$ cat config.mk
export PLATFORM = sky130hd
export DESIGN_NAME = wash_sequencer_flat
export DESIGN_NICKNAME = d
export VERILOG_FILES = /design/src/rtl/wash_if.sv /design/src/rtl/wash_sequencer.sv /design/src/flat_wrapper.sv
export SDC_FILE = /design/constraint.sdc
export NUM_CORES = 1
export LEC_CHECK = 0
export ABC_AREA = 1
export CAP_MARGIN = 15
export CORE_MARGIN = 2
export CORE_UTILIZATION = 40
export DETAILED_ROUTE_END_ITERATION = 7
export PLACE_DENSITY = 0.66
export SYNTH_ARGS = -nofsm -noshare
export SYNTH_HDL_FRONTEND = slang
export SYNTH_SLANG_ARGS = --single-unit
$ cat constraint.sdc
create_clock -name clk -period 1.54 [get_ports clk]
set_input_delay 0.308 -clock clk [delete_from_list [all_inputs] [get_ports clk]]
set_output_delay 0.308 -clock clk [all_outputs]
set_load 0.05 [all_outputs]
$ cat src/rtl/wash_if.sv
// wash_if: sequencer command/status and timer handshake bundle
interface wash_if;
  logic start;
  logic abort;
  logic timer_irq;
  logic [7:0] timer_set;
  logic timer_load;
  logic [2:0] phase;
  logic valve;
  logic motor;
  logic pump;
  logic busy;
  logic done;
  modport slave (input start, abort, timer_irq, output timer_set, timer_load, phase, valve, motor, pump, busy, done);
  modport master (output start, abort, timer_irq, input timer_set, timer_load, phase, valve, motor, pump, busy, done);
endinterface

$ cat src/rtl/wash_sequencer.sv
// wash_sequencer: walks the wash program, loads phase durations into the timer and drives the actuators
module wash_sequencer #(
  parameter logic [7:0] FILL_T = 8'd6,
  parameter logic [7:0] WASH_T = 8'd20,
  parameter logic [7:0] DRAIN_T = 8'd4,
  parameter logic [7:0] RINSE_T = 8'd10,
  parameter logic [7:0] SPIN_T = 8'd12,
  parameter int unsigned RINSE_CYCLES = 2
) (
  input logic clk,
  input logic rst,
  wash_if.slave w
);
  localparam logic [2:0] RC = 3'(RINSE_CYCLES);
  typedef enum logic [3:0] {S_IDLE, S_FILL0, S_WASH, S_DRAIN0, S_FILLR, S_RINSE, S_DRAINR, S_SPIN, S_DRAINA} state_t;
  typedef struct packed {
    state_t s;
    logic [2:0] c;
  } pos_t;
  state_t st_q;
  logic [2:0] cnt_q;
  logic aborted_q, aborted_d, load_q, load_d, done_q, done_d, go;
  logic [7:0] set_q, set_d;
  logic [2:0] ph;
  pos_t nx;
  function automatic logic [7:0] dur(state_t s);
    return s inside {S_FILL0, S_FILLR} ? FILL_T : s == S_WASH ? WASH_T :
           s inside {S_DRAIN0, S_DRAINR, S_DRAINA} ? DRAIN_T : s == S_RINSE ? RINSE_T :
           s == S_SPIN ? SPIN_T : 8'd0;
  endfunction
  function automatic pos_t succ(pos_t p);
    pos_t n = p;
    case (p.s)
      S_IDLE: n.s = S_FILL0;
      S_FILL0: n.s = S_WASH;
      S_WASH: n.s = S_DRAIN0;
      S_DRAIN0: n.s = p.c == RC ? S_SPIN : S_FILLR;
      S_FILLR: n.s = S_RINSE;
      S_RINSE: n.s = S_DRAINR;
      S_DRAINR: begin
        n.c = p.c + 3'd1;
        n.s = n.c == RC ? S_SPIN : S_FILLR;
      end
      default: n.s = S_IDLE;
    endcase
    return n;
  endfunction
  // zero-duration phases are hopped over in the same transition
  function automatic pos_t chain(pos_t p);
    pos_t n = p;
    for (int i = 0; i < 32; i++)
      if (n.s != S_IDLE && dur(n.s) == 8'd0) n = succ(n);
    return n;
  endfunction
  always_comb begin
    nx = pos_t'{st_q, cnt_q};
    go = 1'b0;
    aborted_d = aborted_q;
    if (st_q == S_IDLE) begin
      if (w.start) begin
        nx = chain(pos_t'{S_FILL0, 3'd0});
        aborted_d = 1'b0;
        go = 1'b1;
      end
    end else if (w.abort && st_q inside {S_FILL0, S_WASH, S_FILLR, S_RINSE}) begin
      nx.s = DRAIN_T != 8'd0 ? S_DRAINA : S_IDLE;
      aborted_d = 1'b1;
      go = 1'b1;
    end else if (w.timer_irq && !load_q) begin
      nx = aborted_q ? pos_t'{S_IDLE, cnt_q} : chain(succ(pos_t'{st_q, cnt_q}));
      go = 1'b1;
    end
    load_d = go && nx.s != S_IDLE;
    set_d = go ? dur(nx.s) : 8'd0;
    done_d = go && nx.s == S_IDLE && !aborted_d;
  end
  always_ff @(posedge clk) begin
    if (rst) begin
      st_q <= S_IDLE;
      cnt_q <= 3'd0;
      aborted_q <= 1'b0;
      load_q <= 1'b0;
      set_q <= 8'd0;
      done_q <= 1'b0;
    end else begin
      st_q <= go ? nx.s : st_q;
      cnt_q <= go ? nx.c : cnt_q;
      aborted_q <= aborted_d;
      load_q <= load_d;
      set_q <= set_d;
      done_q <= done_d;
    end
  end
  always_comb ph = st_q inside {S_FILL0, S_FILLR} ? 3'd1 : st_q == S_WASH ? 3'd2 :
                   st_q inside {S_DRAIN0, S_DRAINR, S_DRAINA} ? 3'd3 : st_q == S_RINSE ? 3'd4 :
                   st_q == S_SPIN ? 3'd5 : 3'd0;
  assign w.phase = ph;
  assign w.valve = ph == 3'd1;
  assign w.motor = ph inside {3'd2, 3'd4, 3'd5};
  assign w.pump = ph inside {3'd3, 3'd5};
  assign w.busy = st_q != S_IDLE;
  assign w.timer_load = load_q;
  assign w.timer_set = set_q;
  assign w.done = done_q;
endmodule

$ cat src/flat_wrapper.sv
// flat-port wrapper written by rule: the top's interface ports become plain ports
module wash_sequencer_flat 
#(
  parameter logic [7:0] FILL_T = 8'd6,
  parameter logic [7:0] WASH_T = 8'd20,
  parameter logic [7:0] DRAIN_T = 8'd4,
  parameter logic [7:0] RINSE_T = 8'd10,
  parameter logic [7:0] SPIN_T = 8'd12,
  parameter int unsigned RINSE_CYCLES = 2
)
  (clk, rst, w_start, w_abort, w_timer_irq, w_timer_set, w_timer_load, w_phase, w_valve, w_motor, w_pump, w_busy, w_done);
  wash_if w_i ();
  input logic clk;
  input logic rst;
  input wire logic [$bits(w_i.start)-1:0] w_start;
  input wire logic [$bits(w_i.abort)-1:0] w_abort;
  input wire logic [$bits(w_i.timer_irq)-1:0] w_timer_irq;
  output wire logic [$bits(w_i.timer_set)-1:0] w_timer_set;
  output wire logic [$bits(w_i.timer_load)-1:0] w_timer_load;
  output wire logic [$bits(w_i.phase)-1:0] w_phase;
  output wire logic [$bits(w_i.valve)-1:0] w_valve;
  output wire logic [$bits(w_i.motor)-1:0] w_motor;
  output wire logic [$bits(w_i.pump)-1:0] w_pump;
  output wire logic [$bits(w_i.busy)-1:0] w_busy;
  output wire logic [$bits(w_i.done)-1:0] w_done;
  assign w_i.start = w_start;
  assign w_i.abort = w_abort;
  assign w_i.timer_irq = w_timer_irq;
  assign w_timer_set = w_i.timer_set;
  assign w_timer_load = w_i.timer_load;
  assign w_phase = w_i.phase;
  assign w_valve = w_i.valve;
  assign w_motor = w_i.motor;
  assign w_pump = w_i.pump;
  assign w_busy = w_i.busy;
  assign w_done = w_i.done;
  wash_sequencer #(.FILL_T(FILL_T), .WASH_T(WASH_T), .DRAIN_T(DRAIN_T), .RINSE_T(RINSE_T), .SPIN_T(SPIN_T), .RINSE_CYCLES(RINSE_CYCLES)) u_core (.clk(clk), .rst(rst), .w(w_i));
endmodule
# Word-level counts from Yosys, hierarchy flattened
# Index checks and enable logic that the tools add are counted.
[classes]
add_sub_neg = 33
reduce_logical = 216
eq_ne = 346
bitwise = 1
n_mux = 446
[op_table]
columns = ["op", "count"]
rows = [
  ["two-way mux 8 bit", 128],
  ["two-way mux 7 bit", 129],
  ["one-hot mux 4 bit (7 select lines)", 32],
  ["equality test 4 x 3 -> 1 bit (second input constant)", 136],
  ["equality test 4 x 2 -> 1 bit (second input constant)", 68],
  ["zero test 8 bit", 32],
  ["equality test 3 x 2 -> 1 bit (second input constant)", 68],
  ["two-way mux 4 bit", 37],
  ["nonzero test 4 bit", 35],
  ["equality test 4 x 1 -> 1 bit (second input constant)", 34],
  ["equality test 4 bit (second input constant)", 34],
  ["zero test 4 bit", 34],
  ["two-way mux 2 bit", 66],
  ["two-way mux 3 bit", 43],
  ["nonzero test 3 bit", 35],
  ["adder 3 x 1 -> 3 bit (second input constant)", 33],
  ["nonzero test 2 bit", 36],
  ["logical AND 1 bit", 37],
  ["one-hot mux 4 bit (6 select lines)", 1],
  ["two-way mux 5 bit", 3],
  ["two-way mux 1 bit", 7],
  ["equality test 3 bit (second input constant)", 2],
  ["OR reduction 6 bit", 1],
  ["AND reduction 5 bit", 1],
  ["other kinds (8)", 10],
]
[totals]
ff_bits = 18
output_inout_bits = 17

# Logic depth before layout (Yosys ltp)
[logic_depth]
depth_word = 398
mapped_depth = 15
mapped_depth_nobuf = 14

# Least setup slack after synthesis
# OpenSTA, ideal clock, no wires.
[synth_path]
path_kind = "register to output"
startpoint = "register u_core.st_q[2]"
endpoint = "output w_motor"
stages_incl_launch_ff = 3
setup_slack_ps = -349
path_buffers = 0
t_arrival_ps = 1581
path_cell_list = "dfxtp_1 > nand2_1 > o21ai_0"
[synth_between]
elab_chain_len = 8
[synth_lines]
columns = ["element", "line_no", "text"]
rows = [
  ["start, declared", "wash_sequencer.sv:20", "state_t st_q;"],
  ["start signal, assigned", "wash_sequencer.sv:86", "st_q <= go ? nx.s : st_q;"],
  ["equality test 4 x 3 -> 1 bit", "wash_sequencer.sv:96", "st_q == S_SPIN ? 3'd5 : 3'd0;"],
  ["two-way mux 3 bit", "wash_sequencer.sv:96", ""],
  ["two-way mux 3 bit (2 in series)", "wash_sequencer.sv:95", "st_q inside {S_DRAIN0, S_DRAINR, S_DRAINA} ? 3'd3 : st_q == S_RINSE ? 3'd4 :"],
  ["two-way mux 3 bit", "wash_sequencer.sv:94", "always_comb ph = st_q inside {S_FILL0, S_FILLR} ? 3'd1 : st_q == S_WASH ? 3'd2 :"],
  ["two-way mux 3 bit *", "wash_sequencer.sv:94", ""],
  ["equality test 3 x 2 -> 1 bit or equality test 3 bit (tied branches)", "wash_sequencer.sv:99", "assign w.motor = ph inside {3'd2, 3'd4, 3'd5};"],
  ["nonzero test 3 bit *", "wash_sequencer.sv:99", ""],
  ["end, declared", "flat_wrapper.sv:22", "output wire logic [$bits(w_i.motor)-1:0] w_motor;"],
]
# Every way passes the cells marked *; elsewhere a longest branch is shown, timed or not.

# Worst setup path after layout
[layout_path]
startpoint = "register u_core.st_q[1]"
endpoint = "output w_phase[0]"
[layout_between]
elab_chain_len = 6
[layout_lines]
columns = ["element", "line_no", "text"]
rows = [
  ["equality test 4 x 3 -> 1 bit", "wash_sequencer.sv:96", ""],
  ["two-way mux 3 bit", "wash_sequencer.sv:96", ""],
  ["two-way mux 3 bit (2 in series)", "wash_sequencer.sv:95", ""],
  ["two-way mux 3 bit", "wash_sequencer.sv:94", ""],
  ["two-way mux 3 bit *", "wash_sequencer.sv:94", ""],
  ["end, declared", "flat_wrapper.sv:20", "output wire logic [$bits(w_i.phase)-1:0] w_phase;"],
]
# Marks and branches as above.

==> impl_metrics.yaml <==
setup_path:
  reg2reg_depth: 11
  critPathMostFrequentCell: "nand2_2"
  ff2ff_setup_slack_ns: -0.18
  cp-start-kind: "register"
  path_max_fanout: 4
  timing.critical_path.arrival_ns: 1.44
  path_class: "reg -> out"
  cp_cell_sequence: "inv_4, nor2_4, nand2_2, nand2_2, a31oi_4, nand4_1, buf_12"
  r2r_start: "u_core.st_q[1]"
  slowest_delay_ns: 0.37
  crit_required_ns: 1.23
  cp_slowest_cell: "dfxtp_4"
  setup.worst_path.end_class: "output pin"
  rr_endpoint: "u_core.cnt_q[2]"
global_route:
  grt_start_max_net_pins: 9
  antenna_found_initial: 0
  grt_pass1_vias: 1206
  grt-ovfl-total: 0
  grt_pass1_wl_mm: 4.99
  track_usage_pct: 24.9
synth:
  synth-adder-area-share_pct: 3.90
  synth_cells: 159
  ys_ff_latch: 14
  netlist_area_um2: 962
  avgSynthCellArea_um2: 6.05
  synth_compound_area_share_pct: 11.1
  synth_area_leaders: "dfxtp_1 (29%), nand2_1 (17%), inv_1 (9.4%)"
  synthMuxAreaShare_pct: 0
  synth_top_area_share_pct: 29.1
  synth-simple-area-share_pct: 40.1
  ys_warn_count: 0
  yosysTopAreaCell: "dfxtp_1"
  yosysUniqueCellTypes: 23
  ys_seq_area_share_pct: 29.1
  synth_top_family_by_area: "simple AND/OR/NAND/NOR gates"
  synthXorXnorAreaFrac_pct: 0.910
sta:
  worst_slack_ns: -0.209
  slew_violations: 0
  final.setup.tns_ns: -2.21
  skew_ns: 0.00509
  setup-violations-final: 17
  min_period_ns: 1.75
  post-route-period-util_pct: 114
  max_freq_mhz: 572
  hold_viol_final: 0
  rsz0062_at_grt: "true"
route:
  vias_per_cell: 4.99
  drc_errors: 0
  ant_nets: 0
  drt_wl_total_mm: 3.15
  wl_per_cell_um: 13.0
  first_pass_iters: 4
  drt-initial-drc-count: 23
  vias: 1208
placement:
  io_buffer_count: 17
  dpl_cell_area_mm2: 0.00135
  place.gp.congestion: 0.863
  dp_cells: 221
  dp_hpwl_mm: 1.96
clock_tree:
  cts_buffers: 3
  cts_tree: "built"
  cts_root_buffer: "clkbuf_4"
  clockBufferDepth: 2
  clock_latency_ns: 0.29
  htree_levels: 1
  clkTransAtPathRegs_ns: 0.08
  clock-sinks: 14
min_path:
  whs_endpoint: "u_core.cnt_q[1]"
  whs_path_depth: 2
  min_path_type: "reg -> reg"
  hold_start: "u_core.cnt_q[1]"
final_layout:
  nets: 224
  layout_common_cells: "buf_4 (40), nand2_1 (28), inv_1 (17), nand2_2 (13), nor2_1 (12)"
  utilization_pct: 79.4
  design_area_mm2: 0.00177
  stdcell_count: 242
  final_common_cell: "buf_4"
  drive_gt1_share_pct: 56.5
  layout-area-overhead-vs-synth_pct: 84.3
  antenna_cells: 0
floorplanning:
  ios: 22
  die_area_mm2: 0.00281
  fp.dieW_um: 53.0
  std_cell_rows: 17
  die_h_um: 53.0
  start_util_pct: 43.1
  coreArea_mm2: 0.00223
status:
  status: "complete, but fails checks"
  violations: "negative setup slack"
power_and_ir_drop:
  max-vdd-ir-drop_mv: 0.876
  cellLeakagePower_uw: 0.000876
  power_per_cell_area_mw_per_mm2: 953
  p_total_uw: 1690
flow_run:
  max_cap_violations: 0
## routing by layer
metal	up-vias	GRT usage (%)	wire length (um)
li1	596	-	-
met1	563	24.2	1200
met2	38	47.9	1730
met3	11	3.95	128
met4	0	15.4	84
met5	-	0	0
## where the power goes
part / internal [uW] / switching, uW / leakage [uW]
clock network: 91.1 / 120 / 0.0000138
logic: 420 / 609 / 0.000745
registers: 407 / 42.5 / 0.000118
total: 918 / 771 / 0.000876
## synthesized netlist by cell type
master / number
nor2_1: 20
buf_2: 1
nand2_1: 44
nand3_1: 12
buf_4: 4
inv_1: 24
a211oi_1: 2
o21ai_1: 2
a21oi_2: 1
ha_1: 3
conb_1: 1
a21oi_1: 5
o21ai_0: 5
nor3_1: 2
nand4_1: 3
inv_2: 3
a31oi_1: 1
xor2_1: 1
buf_1: 1
dfxtp_1: 14
nand2_2: 6
o21ai_4: 1
nor2_2: 3
## registers in the layout, indices dropped and copies added (netlist names)
signal / flops
u_core.st_q: 4
u_core.w.timer_load: 1
u_core.cnt_q: 3
u_core.aborted_q: 1
u_core.w.timer_set: 4
u_core.w.done: 1
## kinds of logic after synthesis
group | Yosys count
xor+xnor | 1
other cells | 1
flops | 14
fa+ha+maj | 3
compound gates | 17
buf+inv | 33
simple gates | 90
## timing repair
action / CTS / global route
cloned: 0 / 0
setup endpoints to repair: 18 / 19
hold buffers: 0 / 0
gates resized for setup: 55 / 22
pin swaps: 13 / 10
buffers inserted: 18 / 0
## critical path: cells and delay by family, from the launching register on
family / cells / cell delay [ns]
flip-flops: 1 / 0.37
buffers and inverters: 2 / 0.25
AO/OA/AOI/OAI: 1 / 0.16
AND/OR/NAND/NOR: 4 / 0.37
## worst max path at each step
| stage | slack (ns) | end | startpoint | cells after the start |
|---|---|---|---|---|
| CTS | -0.19 | w_phase[0] | u_core.st_q[1] | 7 |
| global route | -0.30 | u_core.cnt_q[2] | u_core.st_q[1] | 11 |
| finish | -0.21 | w_phase[0] | u_core.st_q[1] | 7 |
| global placement | -0.42 | u_core.w.timer_set[2] | w_timer_irq | 14 |
| floorplan | -0.16 | w_phase[0] | u_core.st_q[2] | 7 |
| detailed placement | -0.50 | u_core.w.timer_set[2] | w_timer_irq | 13 |
## metrics by stage
| stage | worst slack [ns] | hold WS [ns] |
|---|---|---|
| 2_1_floorplan | -0.155 | 0.373 |
| 3_3_place_gp | -0.421 | 0.510 |
| 3_5_place_dp | -0.499 | 0.530 |
| 4_1_cts | -0.189 | 0.553 |
| 5_1_grt | -0.302 | 0.582 |
| 6_report | -0.209 | 0.557 |
## area by class of cell
| cell class | instances | area [um^2] |
|---|---|---|
| flip-flops and latches | 14 | 295 |
| fillers | 135 | 460 |
| well taps | 28 | 35.0 |
| clock buffers | 3 | 22.5 |
| inverters | 27 | 106 |
| repair buffers | 55 | 526 |
| multi-input cells | 115 | 788 |
No activity file was read; power rests on OpenSTA's default activity.
==> edit 1, RTL diff (config.mk and constraints unchanged) <==
Make the reset (`rst`) asynchronous in one clocked block.
--- a/src/rtl/wash_sequencer.sv
+++ b/src/rtl/wash_sequencer.sv
@@ -76,3 +76,3 @@
   end
-  always_ff @(posedge clk) begin
+  always_ff @(posedge clk or posedge rst) begin
     if (rst) begin
Formal check against the unedited RTL: differs if rst is asserted again (counterexample within 4 cycles, from zero or initial values and one cycle with rst high); with rst held inactive, the same outputs for 4 cycles.
==> edit 1 against the unedited design <==
- the run still ends with setup timing left
- worst hold slack got worse by 0.25 ns
- register-to-register slack about the same
- largest cell class unchanged
- sequential cell count unchanged
- routed wire length decreased by 10%
- worst setup slack got worse by 0.056 ns
- synthesized area increased by 4.2%
- synthesized cell count fell by 13%
- global-route usage is 3.1 points lower
- design area up 4.2%
Power is not compared: it rests on default switching activity, and its combinational part moved more than twofold at a synthesized area within 25%.
==> edit 1: results (changes against the unedited design) <==
| Metric | Value |
|---|---|
| Outcome | complete, but fails checks (unchanged) |
| Failing checks | setup timing (unchanged) |
| Routability Congestion | 0.858 (was 0.863) |
| Top_reg_cell synth | dfrtp_1 (was dfxtp_1) |
| Buffering overhead | 31.9% (was 29.6%) |
| PnR worst setup slack | -0.265 ns (was -0.209 ns) |
| Clkbuf count | 4 (was 3) |
| Place WS | -0.352 ns (was -0.499 ns) |
| Multi-input logic area | 728 µm² (was 788 µm²) |
| Final nets | 203 (was 224) |
| DP Area | 0.00149 mm² (was 0.00135 mm²) |
| Pin count of the biggest net entering global routing | 15 (was 9) |
| Total number of vias | 1062 (was 1208) |
| Synth async-reset ratio | 100% (was 0%) |
| Reg2Reg Depth | 10 (was 11) |
| Post-CTS Resized | 38 (was 55) |
| Gr usage total | 21.8% (was 24.9%) |
| Clk_skew | 0.00262 ns (was 0.00509 ns) |
| DP Cell Count | 210 (was 221) |
| Hold_ws | 0.310 ns (was 0.557 ns) |
| Area growth syn-to-layout | 84.4% (was 84.3%) |
| Max incr delay on CP | 0.47 ns (was 0.37 ns) |
| Hold Crit Class | in -> async (was reg -> reg) |
| Synth top area cells | dfrtp_1, nand2_1, inv_1 (was dfxtp_1, nand2_1, inv_1) |
| # fillers | 153 (was 135) |
| Routed WL | 2820 µm (was 3150 µm) |
| Worst Path Max Fanout | 5 (was 4) |
| Multi-input gate count | 96 (was 115) |
| Non-Clock Inverter Count | 26 (was 27) |
| # Post-CTS Setup Buffers | 8 (was 18) |
| Reg clk slew, reported paths | 0.09 ns |
| Mean area per synthesized cell | 7.21 µm² (was 6.05 µm²) |
| Max VDD drop | 0.00170 V |
| CP max stage cell | dfrtp_2 (was dfxtp_4) |
| R2R Path End | u_core.cnt_q[2] (unchanged) |
| First-pass GRT wire length | 4580 µm (was 4990 µm) |
| Kind of cell adding the most delay to the critical path | flip-flops (unchanged) |
| Setup_tns | -2.69 ns (was -2.21 ns) |
| CP arrival | 1.50 ns (was 1.44 ns) |
| ClkCell Share | 1.96% (was 1.27%) |
| Sequential share of the synthesized area | 35.0% (was 29.1%) |
| Initial DRC count | 12 (was 23) |
| Sequential cell area | 357 µm² (was 295 µm²) |
| Nonclk buf count | 54 (was 55) |
| Reg2Reg Launch Point | u_core.st_q[1] (unchanged) |
| Layout cell share with drive strength beyond 1 | 64.9% (was 56.5%) |
| Via/cell ratio | 4.74 (was 4.99) |
| Synth unique cells | 26 (was 23) |
| Setup-failing EPs final | 17 (unchanged) |
| Synth top cells by count | nand2_1, dfrtp_1, inv_1, nor2_1, inv_2 (was nand2_1, inv_1, nor2_1) |
| ANT cells | 0 (unchanged) |
| Synthesized cell area | 0.00100 mm² (was 962 µm²) |
| Final HPWL DP | 1860 µm (was 1960 µm) |
## edit 1: changes by cell type after synthesis, sizes merged
cell / delta
a211oi: -2
a21oi: -3
a31oi: +1
dfrtp: +14
dfxtp: -14
inv: -1
nand2: -10
nand3: -4
nand4: -2
nor2: -2
nor4: +2
o21ai: +1
## edit 1: power by group
part / total [µW] / switching, µW / leakage [µW] / internal, µW
registers: 598 / 134 / 0.000181 / 464
logic: 2880 / 1640 / 0.000691 / 1250
clock network: 272 / 128 / 0.0000210 / 144
total: 3750 / 1900 / 0.000893 / 1850
## edit 1: kinds of logic after synthesis
family                     after synthesis  share of synthesized area (%)
buffers and inverters                   32                           13.6
DFF                                     14                           35.0
adders and majority gates                3                           3.75
other                                    1                          0.374
xor gates and xnor gates                 1                          0.874
and+or+nand+nor                         74                           37.0
AOI/OAI and AO/OA                       14                           9.49
## edit 1: layer usage
layer / track usage (%) / wire length (µm)
met1: 24.1 / 1040
met2: 42.3 / 1640
met3: 1.67 / 85
met4: 8.75 / 57
met5: 0 / 0
==> edit 2, RTL diff (same settings) <==
Without the edit above. `RINSE_T` is set to 8'd10 in 2 places; all go to 8'd5.
--- a/src/rtl/wash_sequencer.sv
+++ b/src/rtl/wash_sequencer.sv
@@ -5,3 +5,3 @@
   parameter logic [7:0] DRAIN_T = 8'd4,
-  parameter logic [7:0] RINSE_T = 8'd10,
+  parameter logic [7:0] RINSE_T = 8'd5,
   parameter logic [7:0] SPIN_T = 8'd12,
--- a/src/flat_wrapper.sv
+++ b/src/flat_wrapper.sv
@@ -6,3 +6,3 @@
   parameter logic [7:0] DRAIN_T = 8'd4,
-  parameter logic [7:0] RINSE_T = 8'd10,
+  parameter logic [7:0] RINSE_T = 8'd5,
   parameter logic [7:0] SPIN_T = 8'd12,
Function: same outputs for any inputs over 4 cycles, from zero or initial values and one cycle with rst high; that may be too few to reach the edited logic, so the function may still have changed.
==> edit 2 against the unedited design <==
- the run still ends with setup timing left
- first-iteration DRC count fell by 48%
- sequential cell count rose by 1
- clock skew up 0.0032 ns
- core utilization up 4.0 points
- worst setup slack improved by 0.026 ns
- design area grew 5.1%
- routed wire length shrank 0.25%
- synthesized cell count down 11%
- die area fell by 0.11%
- highest routed layer unchanged
- synthesized area is 0.13% lower
Power is not compared: it rests on default switching activity, and its combinational part moved more than twofold at a synthesized area within 25%.
==> edit 2: results (changes against the unedited design) <==
| Metric | Value |
|---|---|
| PnR worst setup slack | -0.183 ns (was -0.209 ns) |
| Grt met1 use | 25.0% (was 24.2%) |
| Final nets | 205 (was 224) |
| Gr usage total | 22.3% (was 24.9%) |
| Max Fclk | 0.580 GHz (was 0.572 GHz) |
| Reg2Reg Launch Point | u_core.st_q[2] (was u_core.st_q[1]) |
| Post-CTS Resized | 50 (was 55) |
| Synth Area in XOR/XNOR | 1.82% (was 0.910%) |
| Final Non-Filler Cells | 224 (was 242) |
| Routability Congestion | 0.932 (was 0.863) |
| First-pass GRT wire length | 4530 µm (was 4990 µm) |
| Initial DRC count | 12 (was 23) |
| Grt met3 use | 1.98% (was 3.95%) |
| Failing checks | setup timing (unchanged) |
| # Post-CTS Setup Buffers | 11 (was 18) |
| Outcome | complete, but fails checks (unchanged) |
| Total number of vias | 1113 (was 1208) |
| Setup_tns | -1.26 ns (was -2.21 ns) |
| DP Cell Count | 203 (was 221) |
| Min-delay src | u_core.cnt_q[0] (was u_core.cnt_q[1]) |
| Synth top cells by count | nand2_1, inv_1, dfxtp_1 (was nand2_1, inv_1, nor2_1) |
| Layout cell share with drive strength beyond 1 | 66.8% (was 56.5%) |
| Setup-failing EPs final | 17 (unchanged) |
| Synth Area in Adders | 3.91% (was 3.90%) |
| Place WS | -0.296 ns (was -0.499 ns) |
| Synth unique cells | 27 (was 23) |
-- edit 2: cell types whose count changed after synthesis, sizes merged, moves of 2 or more --
cell,before,now
nand2,50,41
a211oi,2,0
inv,27,23
nor2,23,18
a21oi,6,8
buf,6,4
-- edit 2: routing by layer --
| layer | vias up | part of all wire (%) | wire [µm] |
|---|---|---|---|
| met1 | 528 | 39 | 1230 |
| li1 | 542 | - | - |
| met2 | 30 | 54 | 1700 |
| met3 | 13 | 2.8 | 87 |
| met4 | 0 | 4.0 | 125 |
| met5 | - | 0 | 0 |
-- edit 2: worst paths after layout --
path                      endpoint  slack [ns]  cells past startpoint
max reg2reg  u_core.w.timer_set[1]       -0.14                     11
min reg2reg        u_core.cnt_q[0]        0.52                      2
min                u_core.cnt_q[0]        0.52                      2
max                     w_phase[0]       -0.18                      7
-- edit 2: cell type report --
type	instances	area, µm²
well taps	28	35.0
inverters	23	96.3
clock buffers	4	26.3
multi-input cells	102	863
repair buffers	52	522
flip-flops and latches	15	320
fillers	122	370
